<file path="src/rtl/hazard_ctrl.sv">
// Pipeline hazard controller: load-use bubbles, multi-cycle MDU stalls and
// redirect flushes, with a saturating counter of cycles where the PC is held.
module hazard_ctrl #(
  parameter int MEM_LAT     = 1,
  parameter int MDU_LAT     = 8,
  parameter int FLUSH_DEPTH = 1,
  parameter int CNT_W       = 16
) (
  input  logic             clk,
  input  logic             rstn,
  input  logic [4:0]       rs1,
  input  logic [4:0]       rs2,
  input  logic             rs1_used,
  input  logic             rs2_used,
  input  logic [4:0]       IDEX_rd,
  input  logic             IDEX_MemRead,
  input  logic             IDEX_mdu_start,
  input  logic             Branch,
  input  logic             condition,
  input  logic             is_jump,
  output logic             control_flush,
  output logic             instrution_flush,
  output logic             pc_we,
  output logic             IFID_we,
  output logic             IDEX_we,
  output logic             busy,
  output logic [CNT_W-1:0] stall_count,
  output logic [1:0]       dbg_state
);

  localparam int MAX_LAT = (MEM_LAT > MDU_LAT) ? MEM_LAT : MDU_LAT;
  localparam int CW      = $clog2(MAX_LAT + 1);
  localparam logic [CW-1:0]    CNT_ONE   = CW'(1);
  localparam logic [CW-1:0]    MEM_INIT  = CW'(MEM_LAT - 1);
  localparam logic [CW-1:0]    MDU_INIT  = CW'(MDU_LAT - 1);
  localparam logic [CNT_W-1:0] STALL_ONE = CNT_W'(1);

  typedef enum logic [1:0] {
    NORMAL     = 2'd0,
    LOAD_STALL = 2'd1,
    MDU_BUSY   = 2'd2,
    FLUSH      = 2'd3
  } state_e;

  state_e           state_q, state_d;
  logic [CW-1:0]    cnt_q, cnt_d;
  logic [CNT_W-1:0] stall_count_q, stall_count_d;

  logic load_hit, redirect;
  logic cf_c, if_c, pc_we_c, ifid_we_c, idex_we_c;

  assign load_hit = IDEX_MemRead && (IDEX_rd != 5'd0) &&
                    ((rs1_used && (rs1 == IDEX_rd)) || (rs2_used && (rs2 == IDEX_rd)));
  assign redirect = is_jump || (Branch && condition);

  always_comb begin
    state_d   = state_q;
    cnt_d     = cnt_q;
    cf_c      = 1'b0;
    if_c      = 1'b0;
    pc_we_c   = 1'b1;
    ifid_we_c = 1'b1;
    idex_we_c = 1'b1;
    unique case (state_q)
      NORMAL: begin
        if (IDEX_mdu_start) begin
          pc_we_c   = 1'b0;
          ifid_we_c = 1'b0;
          if (MDU_LAT > 1) begin
            state_d = MDU_BUSY;
            cnt_d   = MDU_INIT;
          end
        end else if (load_hit) begin
          cf_c      = 1'b1;
          pc_we_c   = 1'b0;
          ifid_we_c = 1'b0;
          if (MEM_LAT > 1) begin
            state_d = LOAD_STALL;
            cnt_d   = MEM_INIT;
          end
        end else if (redirect) begin
          cf_c      = 1'b1;
          if_c      = 1'b1;
          ifid_we_c = 1'b0;
          if (FLUSH_DEPTH == 2) state_d = FLUSH;
        end
      end
      // Hazard inputs are deliberately ignored until the stall drains.
      LOAD_STALL: begin
        cf_c      = 1'b1;
        pc_we_c   = 1'b0;
        ifid_we_c = 1'b0;
        cnt_d     = cnt_q - CNT_ONE;
        if (cnt_q <= CNT_ONE) state_d = NORMAL;
      end
      MDU_BUSY: begin
        pc_we_c   = 1'b0;
        ifid_we_c = 1'b0;
        idex_we_c = 1'b0;
        cnt_d     = cnt_q - CNT_ONE;
        if (cnt_q <= CNT_ONE) state_d = NORMAL;
      end
      FLUSH: begin
        if_c      = 1'b1;
        ifid_we_c = 1'b0;
        state_d   = NORMAL;
      end
      default: state_d = NORMAL;
    endcase
  end

  // Outputs are forced to a safe freeze-and-flush pattern while in reset.
  always_comb begin
    control_flush    = rstn ? cf_c      : 1'b1;
    instrution_flush = rstn ? if_c      : 1'b1;
    pc_we            = rstn ? pc_we_c   : 1'b0;
    IFID_we          = rstn ? ifid_we_c : 1'b0;
    IDEX_we          = rstn ? idex_we_c : 1'b0;
  end

  always_comb begin
    stall_count_d = stall_count_q;
    if (!pc_we && (stall_count_q != {CNT_W{1'b1}})) stall_count_d = stall_count_q + STALL_ONE;
  end

  always_ff @(posedge clk or negedge rstn) begin
    if (!rstn) begin
      state_q       <= NORMAL;
      cnt_q         <= '0;
      stall_count_q <= '0;
    end else begin
      state_q       <= state_d;
      cnt_q         <= cnt_d;
      stall_count_q <= stall_count_d;
    end
  end

  assign busy        = (state_q != NORMAL);
  assign stall_count = stall_count_q;
  assign dbg_state   = state_q;

endmodule
</file>
<file path="config.mk">
export PLATFORM = sky130hd
export DESIGN_NAME = hazard_ctrl
export DESIGN_NICKNAME = d
export VERILOG_FILES = /design/src/rtl/hazard_ctrl.sv
export SDC_FILE = /design/constraint.sdc
export NUM_CORES = 1
export LEC_CHECK = 0
export CORE_ASPECT_RATIO = 0.7
export CORE_MARGIN = 4
export CORE_UTILIZATION = 43
export DETAILED_ROUTE_END_ITERATION = 8
export PLACE_DENSITY = 0.89
export SLEW_MARGIN = 20
export SYNTH_ARGS = -nofsm -noshare
export SYNTH_HDL_FRONTEND = slang
export SYNTH_SLANG_ARGS = --single-unit
</file>
<file path="constraint.sdc">
create_clock -name clk -period 2.4 [get_ports clk]
set_input_delay 0.36 -clock clk [delete_from_list [all_inputs] [get_ports clk]]
set_output_delay 0.36 -clock clk [all_outputs]
set_load 0.05 [all_outputs]
</file>
==> summary.md <==
| Metric | Value |
|---|---|
| Status | finished clean |
| Pwr dens | 927.5 nW/um^2 |
| Site Rows | 16 |
| CTS Hold Bufs | 0 |
| Largest net degree at the start of global routing | 23 |
| Min Clock Period, post-route | 2.290 ns |
| Initial antenna violation count | 0 |
| Crit path required time | 2.04 ns |
| Highest metal used | met4 |
| GRT Residual Overflow | 0 |
| Fin. Hold Viols | 0 |
| Pwr Total | 1.772 mW |
| Syn_area_per_cell | 10.11 sq um |
| CTS Buf Count | 3 |
| Vias in the first global route | 1189 |
| TritonCTS clock tree | yes |
| Commonest non-fill, non-tap cell in the layout | clkdlybuf4s50_1 |
| Maximum capacitance violations | 0 |
| Avg WL per Cell | 16.23 um |
| Number of synthesized register bits | 21 |
| Initial core utilization | 0.4469 |
| Worst min path class | reg -> reg |
| Fin cells | 213 |
| Critical path class | in -> out |
| LEAKAGE | 0.8105 nW |
| Nets | 205 |
| Full die area | 3830 sq um |
| Initial DRC Count | 66 |
| Clock buffer depth | 2 |
| Number of synthesis warnings | 0 |
| First-pass GRT wire length | 5471 um |
| Crit end category | primary output |
| Clock Latency Late Sink | 0.25 ns |
| Routed vias | 1116 |
| Clock sinks | 21 |
| Area grow syn2layout | 53.62% |
| Post-synth net total | 150 |
| Met2 routed WL | 1745 um |
| Post-synth cell types | 31 |
| Antenna fix cells | 0 |
| Final Core Density | 0.6866 |
| CP Max Fanout | 3 |
| Layout cells sized above 1 | 0.1808 |
| DIE HEIGHT | 53.00 um |
| Seq/Total Area, Yosys | 0.4225 |
| Final critical-path share of the clock period | 0.9543 |
| Reg clk slew, reported paths | 0.07 ns |
| Met3 routed WL | 165 um |
| RePlAce Congestion | 0.7889 |
| DR vias/cell | 5.239 |
| Tot GR Track Use | 0.1879 |
| Final slew viol count | 0 |
| Least-Margin Pin Slew | 0.5212 ns |
| Ys async rst share | 1.000 |
| Worst vdd ir | 0.0008967 V |
| Post-synth EDFFs | 0 |
| Arrival time at the worst endpoint | 1.93 ns |
| Final wirelength | 3457 um |
| Core ar. | 2783 sq um |
| Post-Syn Instances | 123 |
| Io pins | 48 |
| Root Buffer | clkbuf_8 |
| Mapped Area | 1244 sq um |
| Post-CTS setup buffer count | 0 |
| DRT Pass-1 Iters | 4 |
| Clock skew | 0.001550 ns |
| DP Wirelength | 2630 um |
| Slew headroom | 0.6515 |
| Drt drc | 0 |
| Fillers | 195 |
| CTS H-tree lvls | 1 |
| Port Buffer Count | 46 |
| Wire length on met1 | 1497 um |
| Dpl cells | 209 |
| Most frequent cells in the layout | clkdlybuf4s50_1, xnor2_1, dfrtp_1 |
| Post-DRT Antenna Nets | 0 |
| Crit path launch type | input port |
| Chip width | 72.28 um |
| Primary flip-flop cell chosen by synthesis mapping | dfrtp_1 |
| Fmax | 436.6 MHz |
| Final setup viols | 0 |
-- worst paths after layout --
check,from,to,slack [ns],cells after the start
min reg2reg,stall_count[10]$_DFFE_PN0P_,stall_count[10]$_DFFE_PN0P_,0.50,1
max in group asynchronous,rstn,stall_count[15]$_DFFE_PN0P_,1.56,2
max reg2reg,stall_count[0]$_DFFE_PN0P_,stall_count[15]$_DFFE_PN0P_,0.22,8
min,stall_count[10]$_DFFE_PN0P_,stall_count[10]$_DFFE_PN0P_,0.50,1
max,IDEX_rd[0],control_flush,0.11,8
min in group asynchronous,rstn,cnt_q[3]$_DFFE_PN0P_,0.63,2
-- power by group --
part	total [mW]	internal (mW)	switching (mW)	leakage, nW
registers	0.617	0.463	0.154	0.266
logic	0.934	0.386	0.548	0.522
clock network	0.221	0.118	0.103	0.0228
total	1.77	0.967	0.805	0.810
-- metal layers --
layer,vias up,track usage
li1,530,-
met1,543,0.2261
met2,37,0.3263
met3,6,0.06072
met4,0,0.04688
met5,-,0
-- registers in the layout (all words and copies together) (netlist names) --
signal       count
stall_count     16
dbg_state        1
cnt_q            4
-- worst max-delay path, stage by stage --
cell and delay, ns:
clkdlybuf4s50_1 0.56, xnor2_1 0.15, nand4_1 0.18, o22ai_2 0.17
and2_4 0.20, o21ai_2 0.05, nand2_1 0.09, buf_6 0.16
-- cells in the mapped netlist (3+ instances only) --
library cell | number | area (sq um)
xnor2_1 | 24 | 210.2
dfrtp_1 | 21 | 525.5
nand2_1 | 11 | 41.29
nand4_1 | 8 | 50.05
nor3_1 | 6 | 30.03
a21oi_1 | 5 | 25.02
nor2_1 | 5 | 18.77
and3_1 | 4 | 25.02
inv_1 | 4 | 15.01
and2_1 | 3 | 18.77
ha_1 | 3 | 37.54
nand3_2 | 3 | 30.03
-- stage by stage --
| stage | hold slack, ns | setup WS, ns | TNS, ns | instance area, sq um |
|---|---|---|---|---|
| after CTS | 0.4937 | 0.008329 | 0 | 1872 |
| after global placement | 0.4816 | -0.02876 | -0.06319 | 1812 |
| after floorplan | 0.06441 | 0.05894 | 0 | 1252 |
| final | 0.4992 | 0.1098 | 0 | 1911 |
| after global routing | 0.5237 | -0.003154 | -0.003154 | 1911 |
| after detailed placement | 0.4854 | -0.1134 | -0.7259 | 1812 |
-- final cells by class --
class / instances / area (sq um) / area share
inverters: 4 / 15.01 / 0.007859
multi-input cells: 93 / 700.7 / 0.3667
flip-flops and latches: 21 / 525.5 / 0.2750
clock buffers: 4 / 45.04 / 0.02358
well taps: 36 / 45.04 / 0.02358
repair buffers: 55 / 579.3 / 0.3032
-- cells by family (layout without fill, tap and decap cells) --
group / after synthesis / after routing / synth area share
AND/OR/NAND/NOR: 48 / 48 / 0.2254
XOR/XNOR: 26 / 26 / 0.1831
flip-flops: 21 / 21 / 0.4225
AO/OA/AOI/OAI: 13 / 13 / 0.06439
buffers and inverters: 9 / 63 / 0.05331
adder cells (fa/ha/maj): 3 / 3 / 0.03018
multiplexers: 2 / 2 / 0.01811
other: 1 / 1 / 0.003015
-- repair_timing --
item | CTS | global route
resized for setup | 5 | 9
setup endpoints to repair | 3 | 4
pin swaps | 1 | 6
endpoints found under the hold margin | 0 | 0
No activity file was read; power rests on OpenSTA's default activity.
